--- config.mk ---
export PLATFORM = sky130hd
export DESIGN_NAME = branch_ctrl
export DESIGN_NICKNAME = d
export VERILOG_FILES = /design/src/rtl/branch_ctrl_pkg.sv /design/src/rtl/branch_ctrl_bht_2bit.sv /design/src/rtl/branch_ctrl.sv
export SDC_FILE = /design/constraint.sdc
export NUM_CORES = 1
export LEC_CHECK = 0
export ABC_AREA = 1
export CELL_PAD_IN_SITES_DETAIL_PLACEMENT = 0
export CELL_PAD_IN_SITES_GLOBAL_PLACEMENT = 1
export CORE_MARGIN = 5
export CORE_UTILIZATION = 35
export CTS_BUF_LIST = sky130_fd_sc_hd__clkbuf_16
export DETAILED_ROUTE_END_ITERATION = 8
export PLACE_DENSITY_LB_ADDON = 0.1
export SLEW_MARGIN = 10
export SYNTH_ARGS = -nofsm -noshare
export SYNTH_HDL_FRONTEND = slang
export SYNTH_SLANG_ARGS = --single-unit
--- constraint.sdc ---
create_clock -name clk_i -period 2.1 [get_ports clk_i]
set_input_delay 0.315 -clock clk_i [delete_from_list [all_inputs] [get_ports clk_i]]
set_output_delay 0.315 -clock clk_i [all_outputs]
set_load 0.02 [all_outputs]
--- src/rtl/branch_ctrl_pkg.sv ---
`default_nettype none
// ============================================================================
// Module   : branch_ctrl_pkg
// Brief    : Y86-64 icode/ifun encodings, BHT reset value, condition decode
//            and 2-bit saturating counter helpers shared by branch_ctrl.
// Revision : 1.0 - initial release
// ============================================================================
package branch_ctrl_pkg;

    // Instruction codes used by the branch controller
    localparam logic [3:0] c_icode_opq = 4'h6;
    localparam logic [3:0] c_icode_jxx = 4'h7;

    // Jump / cmov function codes
    localparam logic [3:0] c_ifun_jmp = 4'h0;
    localparam logic [3:0] c_ifun_jle = 4'h1;
    localparam logic [3:0] c_ifun_jl  = 4'h2;
    localparam logic [3:0] c_ifun_je  = 4'h3;
    localparam logic [3:0] c_ifun_jne = 4'h4;
    localparam logic [3:0] c_ifun_jge = 4'h5;
    localparam logic [3:0] c_ifun_jg  = 4'h6;

    // Every BHT entry starts weakly taken
    localparam logic [1:0] c_bht_init = 2'b10;

    // Condition evaluation; cc is {ZF,SF,OF}
    function automatic logic cond_eval(input logic [3:0] ifun, input logic [2:0] cc);
        logic zf, sf, of;
        zf = cc[2];
        sf = cc[1];
        of = cc[0];
        case (ifun)
            c_ifun_jmp: cond_eval = 1'b1;
            c_ifun_jle: cond_eval = (sf ^ of) | zf;
            c_ifun_jl:  cond_eval = sf ^ of;
            c_ifun_je:  cond_eval = zf;
            c_ifun_jne: cond_eval = ~zf;
            c_ifun_jge: cond_eval = ~(sf ^ of);
            c_ifun_jg:  cond_eval = ~(sf ^ of) & ~zf;
            default:    cond_eval = 1'b0;
        endcase
    endfunction

    // Step a 2-bit counter toward taken/not-taken, clamping at the ends
    function automatic logic [1:0] sat_update(input logic [1:0] cnt, input logic taken);
        if (taken) begin
            sat_update = (cnt == 2'b11) ? cnt : cnt + 2'b01;
        end else begin
            sat_update = (cnt == 2'b00) ? cnt : cnt - 2'b01;
        end
    endfunction

endpackage
`default_nettype wire

--- src/rtl/branch_ctrl_bht_2bit.sv ---
`default_nettype none
// ============================================================================
// Module   : bht_2bit
// Brief    : Array of 2^IDX_W two-bit saturating counters. One asynchronous
//            read port (fetch) and one saturating update port (execute).
//            A same-cycle read and update at one index returns the old value.
// Revision : 1.0 - initial release
// ============================================================================
module bht_2bit
    import branch_ctrl_pkg::*;
#(
    parameter int IDX_W = 6
) (
    input  logic             clk_i,
    input  logic             rst_n_i,
    input  logic [IDX_W-1:0] rd_idx_i,
    output logic [1:0]       rd_cnt_o,
    input  logic             upd_en_i,
    input  logic [IDX_W-1:0] upd_idx_i,
    input  logic             upd_taken_i
);

    localparam int c_entries = 2 ** IDX_W;

    logic [1:0] w_cnt [c_entries];

    generate
        for (genvar gi = 0; gi < c_entries; gi++) begin : g_entry
            logic [1:0] r_cnt;

            // Per-entry counter: reset to weakly taken, step on a matching update
            always_ff @(posedge clk_i or negedge rst_n_i) begin
                if (!rst_n_i) begin
                    r_cnt <= c_bht_init;
                end else if (upd_en_i && (upd_idx_i == IDX_W'(gi))) begin
                    r_cnt <= sat_update(r_cnt, upd_taken_i);
                end
            end

            assign w_cnt[gi] = r_cnt;
        end
    endgenerate

    assign rd_cnt_o = w_cnt[rd_idx_i];

endmodule
`default_nettype wire

--- src/rtl/branch_ctrl.sv ---
`default_nettype none
// ============================================================================
// Module   : branch_ctrl
// Brief    : Y86-64 branch/condition controller. Holds the CC register,
//            resolves Jxx/cmovXX in Execute, predicts conditional jumps at
//            Fetch from a 2-bit BHT, issues a one-cycle registered flush plus
//            redirect on mispredict and keeps saturating statistics.
// Revision : 1.0 - initial release
// ============================================================================
module branch_ctrl
    import branch_ctrl_pkg::*;
#(
    parameter int ADDR_W = 64,
    parameter int IDX_W  = 6,
    parameter int CNT_W  = 32
) (
    input  logic              clk_i,
    input  logic              rst_n_i,
    input  logic [ADDR_W-1:0] f_pc_i,
    input  logic [3:0]        f_icode_i,
    input  logic [3:0]        f_ifun_i,
    output logic              f_pred_taken_o,
    input  logic              E_valid_i,
    input  logic [3:0]        E_icode_i,
    input  logic [3:0]        E_ifun_i,
    input  logic [ADDR_W-1:0] E_pc_i,
    input  logic              E_pred_taken_i,
    input  logic [ADDR_W-1:0] E_valC_i,
    input  logic [ADDR_W-1:0] E_valP_i,
    input  logic              e_alu_zf_i,
    input  logic              e_alu_sf_i,
    input  logic              e_alu_of_i,
    input  logic              e_set_cc_en_i,
    input  logic              e_stall_i,
    output logic [2:0]        cc_o,
    output logic              e_Cnd_o,
    output logic              flush_o,
    output logic [ADDR_W-1:0] redirect_pc_o,
    output logic [CNT_W-1:0]  br_cnt_o,
    output logic [CNT_W-1:0]  mispred_cnt_o
);

    logic [2:0]        r_cc;
    logic              r_flush;
    logic [ADDR_W-1:0] r_redirect;
    logic [CNT_W-1:0]  r_br_cnt;
    logic [CNT_W-1:0]  r_mispred_cnt;

    logic              w_live;
    logic              w_resolve;
    logic              w_mispred;
    logic [1:0]        w_f_cnt;
    logic              w_unused;

    // A stalled, bubbled or wrong-path (flush cycle) E op never changes state
    assign w_live    = E_valid_i & ~e_stall_i & ~r_flush;
    assign w_resolve = w_live & (E_icode_i == c_icode_jxx) & (E_ifun_i != c_ifun_jmp);
    assign w_mispred = w_resolve & (e_Cnd_o != E_pred_taken_i);

    // Condition uses the registered flags left by the prior OPq
    assign e_Cnd_o = cond_eval(E_ifun_i, r_cc);

    bht_2bit #(
        .IDX_W(IDX_W)
    ) u_bht (
        .clk_i       (clk_i),
        .rst_n_i     (rst_n_i),
        .rd_idx_i    (f_pc_i[IDX_W-1:0]),
        .rd_cnt_o    (w_f_cnt),
        .upd_en_i    (w_resolve),
        .upd_idx_i   (E_pc_i[IDX_W-1:0]),
        .upd_taken_i (e_Cnd_o)
    );

    // Unconditional jumps are always predicted taken; only the counter MSB matters
    assign f_pred_taken_o = (f_icode_i == c_icode_jxx) &
                            ((f_ifun_i == c_ifun_jmp) | w_f_cnt[1]);

    // Condition-code register: written only by a live OPq the hazard unit permits
    always_ff @(posedge clk_i or negedge rst_n_i) begin
        if (!rst_n_i) begin
            r_cc <= 3'b100;
        end else if (w_live && (E_icode_i == c_icode_opq) && e_set_cc_en_i) begin
            r_cc <= {e_alu_zf_i, e_alu_sf_i, e_alu_of_i};
        end
    end

    // One-cycle flush pulse; redirect target is captured with it and then held
    always_ff @(posedge clk_i or negedge rst_n_i) begin
        if (!rst_n_i) begin
            r_flush    <= 1'b0;
            r_redirect <= '0;
        end else begin
            r_flush <= w_mispred;
            if (w_mispred) begin
                r_redirect <= e_Cnd_o ? E_valC_i : E_valP_i;
            end
        end
    end

    // Statistics counters stick at all-ones instead of wrapping
    always_ff @(posedge clk_i or negedge rst_n_i) begin
        if (!rst_n_i) begin
            r_br_cnt      <= '0;
            r_mispred_cnt <= '0;
        end else begin
            if (w_resolve && (r_br_cnt != '1)) begin
                r_br_cnt <= r_br_cnt + 1'b1;
            end
            if (w_mispred && (r_mispred_cnt != '1)) begin
                r_mispred_cnt <= r_mispred_cnt + 1'b1;
            end
        end
    end

    assign cc_o          = r_cc;
    assign flush_o       = r_flush;
    assign redirect_pc_o = r_redirect;
    assign br_cnt_o      = r_br_cnt;
    assign mispred_cnt_o = r_mispred_cnt;

    // Upper PC bits do not participate in BHT indexing
    assign w_unused = ^{f_pc_i[ADDR_W-1:IDX_W], E_pc_i[ADDR_W-1:IDX_W]};

endmodule
`default_nettype wire

Yosys cells after proc, flatten, opt, wreduce, memory -nomap -nowiden
Cells that the tools add are included.

storage, ports and cells
  register bits after elaboration = 260
  word-level logic and storage cells = 879

operators by class
  add/subtract/negate cells = 130
  magnitude comparators = 1
  eq/ne operators = 267
  multiplexer cells = 197
  bitwise gates (word level) = 15
  reduce and logical (&&, ||, !) cells = 200

operator list
  cell                                              count
  two-way mux 2 bit                                 194
  != test 2 bit, second input constant              128
  == test 6 bit, second input constant              32
  AND reduction 3 bit                               64
  adder 2 x 1 -> 2 bit, second input constant       64
  == test 2 bit, second input constant              64
  logical NOT 2 bit                                 64
  subtractor 2 x 1 -> 2 bit, second input constant  64
  == test 6 x 5 -> 1 bit, second input constant     16
  logical AND 1 bit                                 68
  adder 32 x 1 -> 32 bit, second input constant     2
  two-way mux 64 bit                                1
  != test 32 bit, second input constant             2
  == test 6 x 4 -> 1 bit, second input constant     8
  == test 4 x 3 -> 1 bit, second input constant     6
  == test 6 x 3 -> 1 bit, second input constant     4
  binary-select mux 2 bit (select 6 bit)            1
  == test 6 x 2 -> 1 bit, second input constant     2
  == test 4 x 2 -> 1 bit, second input constant     2
  logical NOT 4 bit                                 2
  bitwise AND 1 bit                                 7
  >= comparator 7 bit, second input constant        1
  inverter 6 -> 7 bit                               1
  one-hot mux 1 bit (7 select lines)                1
  8 further kinds                                   12

Logic depth before layout (Yosys ltp)
Gate-level depths: netlist of the first run.

  depth after elaboration = 7
  gate-level depth with buffers = 13
  depth with buffers taken out = 11

By module
A second synthesis of the first run with hierarchy kept.

unflattened totals
  cell total of the unflattened synthesis = 2205
  area, all modules = 15439.8 µm²

modules (own cells, without submodules)
  module       times used  cells an instance  area each (µm²)  sequential area each (µm²)
  branch_ctrl  1           1135               7722.4           3304.4
  bht_2bit     1           1070               7717.4           3283.1

Least setup slack after synthesis of the first run
Ideal clock, no wire load.

  path type = register to register
  from = reg r_br_cnt[1], in the netlist br_cnt_o[1]
  to = reg r_br_cnt[23], in the netlist br_cnt_o[23]
  library setup time = 120 ps
  arrival time = 1804 ps
  data required time = 1980 ps
  slack = 177 ps
  stages on the path, launching flop included = 12
  period minus slack after synthesis = 1923 ps
  cell sequence = dfrtp_1 ha_1 inv_1 nor2_1 nand2_1 nor2_2 nand2_1 nand2_4 inv_4 buf_6 nand2_1 o21ai_2

between the ends
  cells in the longest elaborated chain, start to end = 2
  elaborated cells on any way between the ends = 3
  classes of those cells = add/sub: 1; eq/ne: 1; reduce/logical: 1

ends and longest elaborated chain
  item                                                            line                source
  start: declaration                                              branch_ctrl.sv:46   logic [CNT_W-1:0] r_br_cnt;
  start signal: assignment                                        branch_ctrl.sv:108  r_br_cnt <= r_br_cnt + 1'b1;
  branches (longest 2 deep; another with adder 32 x 1 -> 32 bit)  --

Several ways; the timed one is not identified.
A chain may end at the register's enable or synchronous reset.

Worst setup path after layout of the first run
  from = reg u_bht.g_entry[48].r_cnt[1]
  to = out f_pred_taken_o

between the ends
  cells in the longest elaborated chain, start to end = 5

ends and longest elaborated chain
  item                                                   line                        source
  start: declaration                                     branch_ctrl_bht_2bit.sv:29  logic [1:0] r_cnt;
  start signal: assignment                               branch_ctrl_bht_2bit.sv:34  r_cnt <= c_bht_init;
  start signal: assignment                               branch_ctrl_bht_2bit.sv:36  r_cnt <= sat_update(r_cnt, upd_taken_i);
  binary-select mux 2 bit (select 6 bit)                 branch_ctrl_bht_2bit.sv:44  assign rd_cnt_o = w_cnt[rd_idx_i];
  two-way mux 2 bit (not written as such) (2 in series)  branch_ctrl_bht_2bit.sv:44
  bitwise OR 1 bit                                       branch_ctrl.sv:77           ((f_ifun_i == c_ifun_jmp) | w_f_cnt[1]);
  bitwise AND 1 bit                                      branch_ctrl.sv:76           assign f_pred_taken_o = (f_icode_i == c_icode_jxx) &
  end: declaration                                       branch_ctrl.sv:22           output logic f_pred_taken_o,

Every way passes these cells. The select of a mux whose other input is x is not followed.

==> results.yml, run 1 <==
die:
  die_w_um: 216
  rows: 75
  die-area_um2: 46500
  design.core.area_um2: 41900
  initial_core_util_pct: 35.3
  fp.dieH_um: 216
  ios: 415
drt:
  dr.first_iter.drc_count: 886
  ant_nets: 0
  finalWirelength_um: 52800
  drtPass1Iterations: 5
  viasPerCell: 4.98
  drc: 0
  vias: 14800
  post_drt_wl_per_cell_um: 17.8
global_route:
  grt.total_usage_pct: 21.3
  overflow: 0
  grt_max_degree: 63
  grt_pass1_wl_um: 80000
  antenna_found_initial: 0
  grt_pass1_vias: 14100
logic_synthesis:
  syn_nets: 2232
  avgSynthCellArea_um2: 7.59
  synth_ff_type: "dfrtp_1"
  synth_edf_count: 0
  async_flop_share_pct: 100
  synth.distinct_cells: 44
  yosys_warnings: 0
  ys_ff_latch: 260
  ys_seq_area_share_pct: 44.6
  synth_cells: 1949
  netlist_area_um2: 14800
placed_design:
  dp_hpwl_um: 38100
  place.gp.congestion: 0.876
  numPortBuffers: 298
  post_dp_cell_area_um2: 19500
timing:
  period_share_pct: 108
  worst_slew_pin_slew_ps: 485
  period_minus_slack_ps: 2270
  rsz0062_at_grt: "true"
  fmax_mhz: 440
  setup_tns_ps: -171
  setup_ws_ps: -171
  worst_clock_skew_ps: 23.3
  hold_viol: 0
  drv_slew: 0
  setup_viol: 1
  max-slew-margin-rel_pct: 67.4
finish:
  final_area_um2: 21100
  layout_commonest_cell: "nand2_1"
  syn_to_final_growth_pct: 42.6
  fill_cells: 4086
  final_nets: 2683
  layout_common_cells: "524 x nand2_1, 292 x clkdlybuf4s50_1, 195 x dfrtp_1"
  n_antenna_cell: 0
  drive_above_1_share_pct: 18.6
critical_path:
  criticalPathCategory: "register to primary output"
  path_max_fanout: 2
  r2r-start: "cc_o[2]"
  r2r-end: "redirect_pc_o[38]"
  crit_path_end_kind: "primary output"
  reg2regPathDepth: 10
  worst_ep_required_time_ps: 1780
  cp-endpoint: "f_pred_taken_o"
  rrSetupSlack_ps: 60
  startpoint: "u_bht.g_entry[48].r_cnt[1]"
  arrival_ps: 1960
  worst_setup_path_start_kind: "register"
clock_network:
  clock-sinks: 260
  clk_latency_ps: 540
  htree_levels: 2
  root_buffer: "clkbuf_16"
  clock_path_buffers: 3
  cts_tree: "built"
  path_clk_slew_ps: 60
  cts-buffers-inserted: 34
status:
  outcome: "complete, but fails checks"
  violations: "setup timing"
job:
  cap_violations: 0
power:
  ir_worst_vdd_v: 0.000440
  power_density_nw_per_um2: 667
  p_leak_nw: 8.99
min_path:
  hp-class: "primary input to async pin"
[state kept, by name, indices dropped and copies added, names as in the netlist]
name / count
redirect_pc_o: 64
flush_o: 1
mispred_cnt_o: 32
u_bht.g_entry.r_cnt: 128
cc_o: 3
br_cnt_o: 32
[worst max-delay path: stages (launching register included)]
cell     delay, ps
dfstp_2        580
nand2_1         70
nand3_1         80
nand3_1         70
nand3_1        110
nand2_1         70
nand2_1         70
nand3_2         70
nand3_2         90
nand2_1         50
inv_1           70
buf_6          110
[layout make-up]
type	count	area, um^2	area share, %
clock inverter	26	159	0.754
tap	539	674	3.20
sequential	260	6590	31.2
timing repair buffer	491	4870	23.1
inverter	175	671	3.18
clock buffer	35	876	4.15
multi-input combinational	1438	7250	34.4
[layer usage]
layer  up-vias  routed length [um]  share of wire (%)  GRT usage (%)
met5         -                   0                  0              0
met2       349               24900                 47           35.3
met3        67                2580                4.9           4.12
met1      6997               24000                 46           28.8
met4         0                1220                2.3           5.55
li1       7361                   -                  -              -
[stage by stage]
stage | std cells | hold slack (ps) | utilization, % | worst slack (ps) | total power [mW]
2_1_floorplan | 1949 | 19.4 | - | 177 | 6.90
3_3_place_gp | 2884 | 263 | 46.6 | -707 | 8.43
3_5_place_dp | 2884 | 264 | 46.6 | -727 | 8.46
4_1_cts | 2949 | 280 | 49.2 | -213 | 14.1
5_1_grt | 2964 | 288 | 50.4 | -307 | 14.8
6_report | 2964 | 286 | 50.4 | -171 | 14.1
[synthesized netlist by cell type (10+ instances only)]
cell / number / share of area [%]
nand2_1: 527 / 13
dfrtp_1: 195 / 33
inv_1: 173 / 4.4
o21ai_0: 164 / 5.6
nand3_1: 132 / 4.5
nor2_1: 127 / 3.2
a21oi_1: 102 / 3.5
o21ai_1: 78 / 2.6
dfstp_2: 65 / 12
o22ai_1: 64 / 2.7
or2_2: 63 / 2.7
xor2_1: 31 / 1.8
buf_2: 29 / 0.98
nor3_1: 29 / 0.98
xnor2_1: 22 / 1.3
clkbuf_1: 19 / 0.48
nand4_1: 15 / 0.63
nor2_2: 15 / 0.63
buf_4: 11 / 0.56
buf_6: 10 / 0.76
o21ai_2: 10 / 0.59
[kinds of logic (layout without fill, tap and decap cells)]
family	Yosys count	after routing	synth area share [%]
and+or+nand+nor	952	953	28.8
AOI/OAI and AO/OA	428	428	15.7
DFF	260	260	44.6
buffers and inverters	252	727	7.50
xor gates and xnor gates	53	53	3.14
adders and majority gates	2	2	0.169
muxes	2	2	0.152
[report_power, final]
part           switching, mW  internal, mW
registers              0.202          5.33
clock network           2.26          3.25
logic                   1.61          1.41
[worst min-delay path by stage]
stage / start / to / slack, ps / depth (start not counted)
after CTS: rst_n_i / br_cnt_o[22] / 280 / 2
after detailed placement: rst_n_i / redirect_pc_o[3] / 260 / 1
after floorplan: rst_n_i / br_cnt_o[0] / 20 / 0
final: rst_n_i / redirect_pc_o[18] / 290 / 2
after global routing: rst_n_i / redirect_pc_o[18] / 290 / 2
after global placement: rst_n_i / redirect_pc_o[3] / 260 / 1
[what timing repair did]
| item | CTS | global route |
|---|---|---|
| buffers inserted | 3 | 5 |
| endpoints found under the setup margin | 3 | 208 |
| gates resized for setup | 24 | 71 |
| cloned | 0 | 10 |
| pin swaps | 6 | 10 |
| endpoints found under the hold margin | 42 | 0 |
| hold buffers | 1 | 0 |
No activity file was read; power rests on OpenSTA's default activity.
==> run 2, diff against run 1 <==
--- a/config.mk
+++ b/config.mk
@@ -8,6 +8,7 @@
 export ABC_AREA = 1
 export CELL_PAD_IN_SITES_DETAIL_PLACEMENT = 0
 export CELL_PAD_IN_SITES_GLOBAL_PLACEMENT = 1
+export CORE_ASPECT_RATIO = 0.7
 export CORE_MARGIN = 5
 export CORE_UTILIZATION = 35
 export CTS_BUF_LIST = sky130_fd_sc_hd__clkbuf_16
==> results.yml, run 2 (synthesized netlist as in run 1, its figures left out) <==
clock_network:
  clk_latency_ps: 570
  clock_path_buffers: 3
  cts-buffers-inserted: 31
  cts_tree: "built"
  path_clk_slew_ps: 60
  clock-sinks: 260
  htree_levels: 1
  root_buffer: "clkbuf_16"
global_route:
  grt_max_degree: 65
  overflow: 0
  antenna_found_initial: 1
  grt.total_usage_pct: 21.7
  grt_pass1_vias: 14100
  grt_pass1_wl_um: 82000
job:
  cap_violations: 0
drt:
  drtPass1Iterations: 5
  finalWirelength_um: 52500
  drc: 0
  vias: 14700
  post_drt_wl_per_cell_um: 17.7
  dr.first_iter.drc_count: 1052
  ant_nets: 0
  viasPerCell: 4.94
timing:
  rsz0062_at_grt: "true"
  worst_slew_pin_slew_ps: 517
  setup_viol: 2
  drv_slew: 0
  setup_tns_ps: -189
  hold_viol: 0
  period_minus_slack_ps: 2280
  worst_clock_skew_ps: 14.0
  max-slew-margin-rel_pct: 65.5
  fmax_mhz: 439
  setup_ws_ps: -177
  period_share_pct: 108
finish:
  largest_reg_flops: 128
  drive_above_1_share_pct: 18.7
  layout_commonest_cell: "nand2_1"
  fill_cells: 4026
  layout.cells.non_filler: 2974
  syn_to_final_growth_pct: 41.4
  regMostFlops: "u_bht.g_entry.r_cnt"
  final_nets: 2680
  layout_common_cells: "523 x nand2_1, 287 x clkdlybuf4s50_1, 194 x dfrtp_1"
die:
  die-area_um2: 46500
  ios: 415
  fp.dieH_um: 182
  die_w_um: 256
  design.core.area_um2: 42000
  rows: 63
  initial_core_util_pct: 35.2
power:
  ir_worst_vdd_v: 0.000587
  p_leak_nw: 8.97
  power_density_nw_per_um2: 648
critical_path:
  rrSetupSlack_ps: 50
  startpoint: "u_bht.g_entry[23].r_cnt[1]"
  r2r-start: "cc_o[2]"
  worst_ep_required_time_ps: 1780
  criticalPathCategory: "register to primary output"
  r2r-end: "redirect_pc_o[5]"
  worst_setup_path_start_kind: "register"
  reg2regPathDepth: 9
  arrival_ps: 1960
  crit_path_end_kind: "primary output"
  cp-endpoint: "f_pred_taken_o"
  path_max_fanout: 2
placed_design:
  dp_hpwl_um: 39000
  place.gp.congestion: 0.863
  numPortBuffers: 298
  placed_cells: 2898
min_path:
  hp-class: "primary input to register"
status:
  outcome: "complete, but fails checks"
  violations: "setup timing"
-- run 2: changes by cell type in the layout (fill, tap and decap cells not counted), sizes merged --
| cell | delta |
|---|---|
| diode | +1 |
| dlymetal6s2s | +3 |
| nand3 | -1 |
| clkdlybuf4s50 | -5 |
| clkbuf | -10 |
| inv | -5 |
| dlygate4sd2 | +2 |
| clkinv | +6 |
| buf | +7 |
| bufinv | -1 |
-- run 2: final cells by class --
cell class / count / area (um^2) / area share (%)
Sequential cell: 260 / 6590 / 31.5
Clock buffer: 31 / 776 / 3.71
Antenna cell: 1 / 2.50 / 0.0120
Inverter: 175 / 666 / 3.18
Timing Repair Buffer: 492 / 4820 / 23.1
Clock inverter: 26 / 150 / 0.718
Multi-Input combinational cell: 1437 / 7200 / 34.5
Tap cell: 552 / 691 / 3.30
-- run 2: per-layer routing --
metal,GRT usage [%],part of all wire (%)
met5,0,0
met4,4.27,1.9
met3,4.84,6.4
met2,32.2,42
met1,32.7,50
-- run 2: repair_timing --
| item | in CTS | in global routing |
|---|---|---|
| endpoints found under the setup margin | 18 | 124 |
| setup buffers | 6 | 5 |
| endpoints found under the hold margin | 52 | 0 |
| hold buffers | 1 | 0 |
| resized for setup | 29 | 34 |
| gates cloned | 2 | 4 |
| pin swaps | 10 | 13 |
-- run 2: worst max-delay path: stages (launching register included) --
cell      delay [ps]
dfstp_2          590
nand2_1           70
nand3_1           80
nand3_1           90
nand3_1           90
nand2_1           60
nand2_1           50
nand3b_1          70
nand3_1           80
nand2_1           60
inv_2             60
buf_6            100
-- run 2: worst min path at each step --
| stage | from | to | slack [ps] | cells past startpoint |
|---|---|---|---|---|
| 2_1_floorplan | rst_n_i | br_cnt_o[0] | 20 | 0 |
| 3_3_place_gp | rst_n_i | redirect_pc_o[13] | 310 | 1 |
| 3_5_place_dp | rst_n_i | redirect_pc_o[13] | 310 | 1 |
| 4_1_cts | e_alu_zf_i | cc_o[2] | 250 | 3 |
| 5_1_grt | e_alu_zf_i | cc_o[2] | 270 | 3 |
| 6_report | e_alu_zf_i | cc_o[2] | 290 | 3 |
-- run 2: where the power goes --
part | switching (mW) | leakage, nW | total (mW) | internal [mW]
clock | 2.24 | 0.491 | 5.03 | 2.79
sequential | 0.234 | 2.98 | 5.57 | 5.33
combinational | 1.58 | 5.49 | 2.94 | 1.36
-- run 2: stage by stage --
step	worst slack, ps	hold slack (ps)	util, %	cell area [um^2]	power [mW]
after floorplan	177	19.4	-	14800	6.90
after global placement	-657	314	46.7	19600	8.49
after detailed placement	-644	314	46.7	19600	8.51
after CTS	-206	253	49.3	20700	13.7
after global routing	-368	265	49.7	20900	14.2
final	-177	289	49.7	20900	13.5
==> run 3, diff against run 2 <==
--- a/config.mk
+++ b/config.mk
@@ -10,8 +10,8 @@
 export CELL_PAD_IN_SITES_GLOBAL_PLACEMENT = 1
 export CORE_ASPECT_RATIO = 0.7
 export CORE_MARGIN = 5
-export CORE_UTILIZATION = 35
-export CTS_BUF_LIST = sky130_fd_sc_hd__clkbuf_16
+export CORE_UTILIZATION = 36
+export CTS_BUF_LIST = sky130_fd_sc_hd__clkbuf_8
 export DETAILED_ROUTE_END_ITERATION = 8
 export PLACE_DENSITY_LB_ADDON = 0.1
 export SLEW_MARGIN = 10
==> results.yml, run 3 (synthesized netlist as in run 1, its figures left out) <==
status:
  outcome: "complete, but fails checks"
  violations: "setup timing"
die:
  die-area_um2: 45300
  design.core.area_um2: 40800
  initial_core_util_pct: 36.2
  die_w_um: 252
  fp.dieH_um: 180
  ios: 415
  rows: 62
critical_path:
  crit_path_end_kind: "primary output"
  r2r-start: "cc_o[2]"
  arrival_ps: 1990
  worst_ep_required_time_ps: 1780
  reg2regPathDepth: 10
  cp-endpoint: "f_pred_taken_o"
  worst_setup_path_start_kind: "register"
  criticalPathCategory: "register to primary output"
  r2r-end: "redirect_pc_o[12]"
  rrSetupSlack_ps: 60
  path_max_fanout: 2
  startpoint: "u_bht.g_entry[50].r_cnt[1]"
power:
  p_leak_nw: 9.31
  ir_worst_vdd_v: 0.000371
  totalPowerFinal_mw: 13.1
  power_density_nw_per_um2: 620
timing:
  drv_slew: 0
  fmax_mhz: 435
  hold_viol: 0
  worst_clock_skew_ps: 14.2
  period_share_pct: 110
  whs_ps: 228
  period_minus_slack_ps: 2300
  worst_slew_pin_slew_ps: 470
  setup_ws_ps: -201
  setup_viol: 1
  max-slew-margin-rel_pct: 68.4
  rsz0062_at_grt: "true"
clock_network:
  clk_latency_ps: 590
  htree_levels: 2
  clock_path_buffers: 3
  cts-buffers-inserted: 46
  path_clk_slew_ps: 60
  cts_tree: "built"
  clock-sinks: 260
  root_buffer: "clkbuf_8"
drt:
  post_drt_wl_per_cell_um: 18.2
  drtPass1Iterations: 5
  vias: 15000
  ant_nets: 0
  drc: 0
  viasPerCell: 4.99
  dr.first_iter.drc_count: 1133
  finalWirelength_um: 54600
finish:
  fin_util_pct: 51.7
  largest_reg_flops: 128
  regArea_um2: 6590
  regMostFlops: "u_bht.g_entry.r_cnt"
  drive_above_1_share_pct: 19.8
  final_nets: 2704
  n_antenna_cell: 0
  syn_to_final_growth_pct: 42.7
  layout_commonest_cell: "nand2_1"
  layout.cells.non_filler: 2999
  multi_input_area_um2: 7280
  layout_common_cells: "518 x nand2_1, 277 x clkdlybuf4s50_1, 197 x inv_1"
  fill_cells: 3879
  final_area_um2: 21100
placed_design:
  numPortBuffers: 298
  post_dp_cell_area_um2: 19600
  dp_hpwl_um: 39500
  place.gp.congestion: 0.901
  placed_cells: 2895
global_route:
  overflow: 0
  grt_max_degree: 64
  grt_pass1_vias: 14200
  grt.total_usage_pct: 22.5
  grt_pass1_wl_um: 81800
  antenna_found_initial: 1
job:
  cap_violations: 0
min_path:
  hp-class: "primary input to async pin"
-- run 3: changes by cell type in the layout (fill, tap and decap cells not counted), moves of 4 or more --
cell,previous run,this run
nand3_2,1,16
clkdlybuf4s50_1,287,277
buf_12,23,19
buf_4,160,167
clkinv_2,13,5
clkbuf_16,33,11
clkbuf_8,0,51
nand3_1,130,115
nand2_2,5,9
clkinv_1,5,0
dlymetal6s2s_1,3,10
inv_1,173,197
nand2_1,523,518
-- run 3: layout make-up --
cell class	count	share of cell area, %
tap	544	3.23
inverter	175	3.16
clock inverter	31	0.599
sequential	260	31.2
timing repair buffer	501	23.9
multi-input combinational	1437	34.5
clock buffer	51	3.33
-- run 3: metrics by stage --
stage | setup WS (ps) | setup TNS [ps]
after detailed placement | -647 | -63960
after floorplan | 177 | 0
after global routing | -355 | -392
after CTS | -255 | -281
after global placement | -639 | -56370
final | -201 | -201
-- run 3: report_power, final --
group / switching (mW) / total, mW / internal, mW
clock network: 2.22 / 4.43 / 2.21
registers: 0.217 / 5.55 / 5.33
logic: 1.64 / 3.09 / 1.44
-- run 3: worst min-delay path by stage --
stage                              to  slack, ps  cells past startpoint  startpoint
floorplan                 br_cnt_o[0]         20                      0     rst_n_i
global placement    redirect_pc_o[51]        260                      1     rst_n_i
detailed placement  redirect_pc_o[51]        260                      1     rst_n_i
CTS                 redirect_pc_o[51]        210                      2     rst_n_i
global route        redirect_pc_o[51]        240                      2     rst_n_i
finish              redirect_pc_o[51]        230                      2     rst_n_i
-- run 3: what timing repair did --
action	CTS	global route
resized for setup	35	54
hold buffers	1	0
pin swaps	13	12
setup endpoints to repair	11	147
endpoints found under the hold margin	39	0
cloned	0	12
buffers inserted	6	3
-- run 3: layer usage --
metal | wire length [um] | global-route usage [%] | vias up
li1 | - | - | 7359
met1 | 26900 | 34.0 | 7049
met2 | 22600 | 32.9 | 462
met3 | 3730 | 4.75 | 93
met4 | 1280 | 5.49 | 2
met5 | 20 | 0 | -
-- run 3: worst max-delay path, stage by stage (launching register included) --
cell and delay [ps]:
dfstp_2 600, nand2_2 70, nand3_2 50, nand3_1 70, nand3_1 100, nand2_1 70, nand2_1 60, nand3_1 70
nand3_1 90, nand2_1 50, inv_1 60, buf_6 110
